--- src/rtl/anode_scan_ctrl_if.sv ---
// Bundle of the anode scanner's control inputs and display-side outputs.
// The master side (system/bench) drives enable, mask and brightness;
// the slave side (the scanner) drives the anode, digit select and pulses.
interface anode_scan_ctrl_if #(
  parameter int NUM_DIGITS = 4
);
  localparam int SEL_W = $clog2(NUM_DIGITS);

  logic                  en;
  logic [NUM_DIGITS-1:0] digit_mask;
  logic [3:0]            brightness;
  logic [NUM_DIGITS-1:0] anode;
  logic [SEL_W-1:0]      digit_sel;
  logic                  slot_start;
  logic                  frame_done;

  modport master (
    output en, digit_mask, brightness,
    input  anode, digit_sel, slot_start, frame_done
  );

  modport slave (
    input  en, digit_mask, brightness,
    output anode, digit_sel, slot_start, frame_done
  );
endinterface

--- src/rtl/anode_scan_ctrl.sv ---
// Multiplexed-display anode scanner: owns the slot prescaler and digit
// counter, drives NUM_DIGITS one-hot anodes with a blank (dead-time)
// interval at the start of each slot, honours a per-digit enable mask and
// exports the current digit index for the segment path.
// Optional feature macro: ANODE_DIM_EN compiles in 4-bit PWM brightness,
// which shortens the post-blank on-time of each slot.
module anode_scan_ctrl #(
  parameter int unsigned NUM_DIGITS   = 4,
  parameter int unsigned DIV          = 10000,
  parameter int unsigned BLANK_CYCLES = 100,
  parameter int unsigned ACTIVE_LOW   = 1
) (
  input  logic               clk,
  input  logic               rst_n,
  anode_scan_ctrl_if.slave   bus
);
  localparam int unsigned SEL_W = $clog2(NUM_DIGITS);
  localparam int unsigned CNT_W = (DIV > 1) ? $clog2(DIV) : 1;
  localparam int unsigned ON_W  = CNT_W + 1;
  localparam int unsigned SPAN  = DIV - BLANK_CYCLES;

  localparam logic             INACT    = (ACTIVE_LOW != 0);
  localparam logic [CNT_W-1:0] CNT_LAST = CNT_W'(DIV - 1);
  localparam logic [SEL_W-1:0] DIG_LAST = SEL_W'(NUM_DIGITS - 1);

  logic [CNT_W-1:0]      cnt_q, cnt_d;
  logic [SEL_W-1:0]      dig_q, dig_d;
  logic [NUM_DIGITS-1:0] anode_q, anode_d;
  logic [SEL_W-1:0]      sel_q, sel_d;
  logic                  start_q, start_d;
  logic                  done_q, done_d;

  // On-time of the current slot; at cnt = 0 the freshly computed value is
  // used directly so the first cycle of a slot already sees the new length.
  logic [ON_W-1:0]       on_len_eff;

`ifdef ANODE_DIM_EN
  logic [ON_W-1:0]       on_len_q;
  logic [ON_W-1:0]       on_len_now;
  logic [63:0]           on_prod;

  // Brightness scaling of the post-blank span, evaluated at full width.
  always_comb begin
    on_prod    = 64'(SPAN) * (64'(bus.brightness) + 64'd1);
    on_len_now = ON_W'(on_prod >> 4);
    on_len_eff = (cnt_q == '0) ? on_len_now : on_len_q;
  end

  // Latch the on-time at the first cycle of each slot so mid-slot
  // brightness changes only apply from the next slot.
  always_ff @(posedge clk or negedge rst_n) begin
    if (!rst_n) begin
      on_len_q <= ON_W'(SPAN);
    end else if (cnt_q == '0) begin
      on_len_q <= on_len_now;
    end
  end
`else
  logic unused_brightness;
  assign unused_brightness = ^bus.brightness;
  assign on_len_eff        = ON_W'(SPAN);
`endif

  logic [32:0] rel;
  logic        in_win;

  // Counter advance, window test and next values of all registered outputs.
  always_comb begin
    cnt_d   = '0;
    dig_d   = '0;
    anode_d = {NUM_DIGITS{INACT}};
    sel_d   = '0;
    start_d = 1'b0;
    done_d  = 1'b0;
    // Position relative to the end of the blank interval; bit 32 set means
    // we are still inside the blank interval.
    rel     = {1'b0, 32'(cnt_q)} - 33'(BLANK_CYCLES);
    in_win  = !rel[32] && (rel[31:0] < 32'(on_len_eff));

    if (bus.en) begin
      if (cnt_q == CNT_LAST) begin
        cnt_d = '0;
        dig_d = (dig_q == DIG_LAST) ? '0 : dig_q + 1'b1;
      end else begin
        cnt_d = cnt_q + 1'b1;
        dig_d = dig_q;
      end

      for (int i = 0; i < int'(NUM_DIGITS); i++) begin
        if (in_win && (dig_q == SEL_W'(i)) && bus.digit_mask[i]) begin
          anode_d[i] = ~INACT;
        end
      end

      sel_d   = dig_q;
      start_d = (cnt_q == '0);
      done_d  = (cnt_q == CNT_LAST) && (dig_q == DIG_LAST);
    end
  end

  // State and output registers; reset forces all anodes inactive at once.
  always_ff @(posedge clk or negedge rst_n) begin
    if (!rst_n) begin
      cnt_q   <= '0;
      dig_q   <= '0;
      anode_q <= {NUM_DIGITS{INACT}};
      sel_q   <= '0;
      start_q <= 1'b0;
      done_q  <= 1'b0;
    end else begin
      cnt_q   <= cnt_d;
      dig_q   <= dig_d;
      anode_q <= anode_d;
      sel_q   <= sel_d;
      start_q <= start_d;
      done_q  <= done_d;
    end
  end

  assign bus.anode      = anode_q;
  assign bus.digit_sel  = sel_q;
  assign bus.slot_start = start_q;
  assign bus.frame_done = done_q;
endmodule

--- src/flat_wrapper.sv ---
// flat-port wrapper written by rule: the top's interface ports become plain ports
module anode_scan_ctrl_flat 
#(
  parameter int unsigned NUM_DIGITS   = 4,
  parameter int unsigned DIV          = 10000,
  parameter int unsigned BLANK_CYCLES = 100,
  parameter int unsigned ACTIVE_LOW   = 1
)
  (clk, rst_n, bus_en, bus_digit_mask, bus_brightness, bus_anode, bus_digit_sel, bus_slot_start, bus_frame_done);
  anode_scan_ctrl_if #(.NUM_DIGITS(NUM_DIGITS)) bus_i ();
  input  logic clk;
  input  logic rst_n;
  input wire logic [$bits(bus_i.en)-1:0] bus_en;
  input wire logic [$bits(bus_i.digit_mask)-1:0] bus_digit_mask;
  input wire logic [$bits(bus_i.brightness)-1:0] bus_brightness;
  output wire logic [$bits(bus_i.anode)-1:0] bus_anode;
  output wire logic [$bits(bus_i.digit_sel)-1:0] bus_digit_sel;
  output wire logic [$bits(bus_i.slot_start)-1:0] bus_slot_start;
  output wire logic [$bits(bus_i.frame_done)-1:0] bus_frame_done;
  assign bus_i.en = bus_en;
  assign bus_i.digit_mask = bus_digit_mask;
  assign bus_i.brightness = bus_brightness;
  assign bus_anode = bus_i.anode;
  assign bus_digit_sel = bus_i.digit_sel;
  assign bus_slot_start = bus_i.slot_start;
  assign bus_frame_done = bus_i.frame_done;
  anode_scan_ctrl #(.NUM_DIGITS(NUM_DIGITS), .DIV(DIV), .BLANK_CYCLES(BLANK_CYCLES), .ACTIVE_LOW(ACTIVE_LOW)) u_core (.clk(clk), .rst_n(rst_n), .bus(bus_i));
endmodule
--- config.mk ---
export PLATFORM = sky130hd
export DESIGN_NAME = anode_scan_ctrl_flat
export DESIGN_NICKNAME = d
export VERILOG_FILES = /design/src/rtl/anode_scan_ctrl_if.sv /design/src/rtl/anode_scan_ctrl.sv /design/src/flat_wrapper.sv
export SDC_FILE = /design/constraint.sdc
export NUM_CORES = 1
export LEC_CHECK = 0
export ABC_AREA = 1
export BUFFER_PORTS_ARGS = -buffer_cell sky130_fd_sc_hd__buf_2
export CORE_UTILIZATION = 45
export CTS_BUF_LIST = sky130_fd_sc_hd__clkbuf_4 sky130_fd_sc_hd__clkbuf_8
export DETAILED_ROUTE_END_ITERATION = 7
export PLACE_DENSITY = 0.65
export SYNTH_ARGS = -nofsm -noshare
export SYNTH_HDL_FRONTEND = slang
export SYNTH_SLANG_ARGS = --single-unit
--- constraint.sdc ---
create_clock -name clk -period 1.55 [get_ports clk]
set_clock_uncertainty 0.05 [all_clocks]
set_input_delay 0.2325 -clock clk [delete_from_list [all_inputs] [get_ports clk]]
set_output_delay 0.2325 -clock clk [all_outputs]
set_load 0.02 [all_outputs]
==> run summary <==
Status -> complete, no violations
H-tree levels -> 1
Util after Layout -> 0.541
Commonest cells post-synth -> 40 x nand2_1, 34 x nor2_1, 20 x dfrtp_1
Total power -> 1.20 mW
RSZ-0062 raised after global routing -> no
Die Y -> 55.9 µm
Clock network power share -> 0.379
Initial antenna violation count -> 0
Full die area -> 0.00313 mm²
Yosys warnings -> 0
Ports -> 19
P_int -> 935 µW
Detailed Route Iter0 Violations -> 57
Largest net degree at the start of global routing -> 25
Worst EP required -> 1.72 ns
Rows -> 19
DP Wirelength -> 2040 µm
Drt first pass iters -> 4
Reg2reg setup slack -> 0.18 ns
MaxCap Viol Count -> 0
Main flop type after synthesis -> dfrtp_1
Final hold violations -> 0
Placed instance count -> 215
Final Max Tran Viols -> 0
CP max stage cell -> dfrtp_1
Worst Tran Pin Value -> 0.513 ns
Mapped Avg Cell Area -> 7.74 µm²
Worst Path Arrival -> 1.54 ns
Number of diodes -> 0
Post-route ant nets -> 0
Switching power total -> 265 µW
Sequential fraction of the synthesis area -> 0.463
CP Cell Sequence -> ha_1, nand3_2, inv_1, nand3b_1, nand2_1, o21ai_0
LEAKAGE -> 0.714 nW
Clk slew on worst S/H paths -> 0.14 ns
Chip width -> 55.9 µm
CTS tree -> yes
Worst setup slack after layout -> 0.181 ns
EDFF count, synth -> 0
Startpoint Class -> register
Async S/R FF share, synth -> 1.00
#FFs+latches synth -> 24
Layout cells sized above 1 -> 0.180
Initial Util -> 0.475
WHS -> 0.0273 ns
TNS Setup -> 0 ns
Vias per std cell -> 5.16
Avg WL per Cell -> 12.3 µm
Final Instance Area -> 0.00149 mm²
Total CTS buffers -> 3
Tcrit/Tclk final -> 0.883
Cell count after synthesis -> 169
Via Count -> 1,136
Top-count cell post-synth -> nand2_1
Placed inst area -> 0.00143 mm²
Count of final setup violators -> 0
Worst slew margin -> 0.658
Synthesized Nets -> 186
Core Area -> 0.00276 mm²
Cell taking the most area after synthesis -> dfrtp_1
Yosys top cell area share -> 0.382
CP Max Fanout -> 5
Layout area overhead -> 14.1%
Netlist cell types -> 24
Setup slack at placement -> 0.199 ns
First-pass GRT wire length -> 4790 µm
Power Density -> 804 mW/mm²
Routed WL -> 2720 µm
Fin crit period -> 1.37 ns
Non-Filler Instances -> 220
GRT overflow -> 0
Clk buf depth -> 2
Combinational fraction of design power -> 0.078
Total setup buffers inserted after CTS -> 0
DRC Markers -> 0
Clk_lat worst skew -> 0.32 ns
CTS root buffer -> clkbuf_4
Worst VDD drop -> 0.000504 V
Critical path type -> reg2reg
Max Freq -> 730 MHz
Final GP Congestion -> 0.841
Vias in the first global route -> 1,095
Mapped Area -> 0.00131 mm²
Area contributors post-synth -> dfrtp_1 38%, nand2_1 11%, nor2_1 9.8%
Max incr delay on CP -> 0.40 ns
Sink Count -> 24
Setup crit end kind -> register
Switching Share -> 0.221
Nets -> 207
Seq pwr share -> 0.542
PortBufs -> 14
Hold Path Class -> in2reg
GR Util All Layers -> 0.197
-- worst paths after layout --
kind,cells after the start,endpoint,start
worst max-delay path,6,u_core.dig_q[1],u_core.cnt_q[1]
worst min-delay path,2,u_core.bus.anode[3],bus_digit_mask[3]
worst max register to register,6,u_core.dig_q[1],u_core.cnt_q[1]
worst min register to register,2,u_core.cnt_q[0],u_core.cnt_q[0]
max in group asynchronous,2,u_core.bus.anode[1],rst_n
min in group asynchronous,2,u_core.cnt_q[10],rst_n
-- per-layer routing --
| layer | global-route usage | wire length, µm |
|---|---|---|
| met1 | 0.269 | 1210 |
| met2 | 0.324 | 1290 |
| met5 | 0 | 0 |
| met3 | 0.0209 | 155 |
| met4 | 0.0767 | 55 |
-- critical path: cells and delay by family, from the launching register on --
kind	cells	cell delay, ns
AO/OA/AOI/OAI	1	0.08
adder cells (fa/ha/maj)	1	0.20
buffers and inverters	1	0.17
flip-flops	1	0.40
AND/OR/NAND/NOR	3	0.36
-- cells by family (layout without fill, tap and decap cells) --
logic type / count (synthesis) / count (layout) / share of synthesized area
simple gates: 107 / 107 / 0.366
xor+xnor: 3 / 3 / 0.0201
flops: 24 / 24 / 0.463
compound gates: 8 / 8 / 0.0325
fa+ha+maj: 6 / 6 / 0.0574
buf+inv: 21 / 41 / 0.0612
-- repair_timing --
| item | 4_1_cts | 5_1_grt |
|---|---|---|
| hold buffers | 1 | 0 |
| resized for setup | 0 | 1 |
| hold endpoints to repair | 20 | 0 |
| endpoints found under the setup margin | 0 | 1 |
-- state kept, by name, summed over array words and instances, names as in the netlist --
name and cells:
u_core.dig_q 2, u_core.bus.slot_start 1, u_core.bus.frame_done 1, u_core.cnt_q 14, u_core.bus.digit_sel 2, u_core.bus.anode 4
-- final cells by class --
type,count,area [µm²]
Fill cell,269,1260
Inverter,20,75.1
Multi-Input combinational cell,124,626
Clock inverter,1,30.0
Tap cell,31,38.8
Timing Repair Buffer,17,95.1
Sequential cell,24,606
Clock buffer,3,22.5
-- power groups by stage --
stage / clock network (mW) / registers (mW) / logic [mW]
2_1_floorplan: 0 / 0.669 / 0.0449
3_3_place_gp: 0 / 0.663 / 0.0901
3_5_place_dp: 0 / 0.663 / 0.0943
4_1_cts: 0.463 / 0.652 / 0.0967
5_1_grt: 0.492 / 0.654 / 0.109
6_report: 0.456 / 0.651 / 0.0937
-- placed cells by master, fill, tap and decap left out, types with 2 or more instances in the layout --
| master | Yosys | layout |
|---|---|---|
| ha_1 | 6 | 6 |
| a21oi_1 | 4 | 4 |
| dfrtp_1 | 20 | 20 |
| o21ai_1 | 2 | 2 |
| and3_1 | 3 | 3 |
| buf_2 | 1 | 14 |
| buf_4 | 0 | 2 |
| nand4_1 | 5 | 5 |
| nor2_1 | 34 | 33 |
| clkbuf_4 | 0 | 3 |
| nand2_2 | 3 | 3 |
| nand3_1 | 10 | 10 |
| nor2_2 | 2 | 3 |
| nand2_1 | 40 | 40 |
| inv_1 | 19 | 19 |
| dfstp_2 | 4 | 4 |
| nor3_1 | 6 | 6 |
| xnor2_1 | 2 | 2 |
Note: power is estimated with default switching activity, not from simulation.
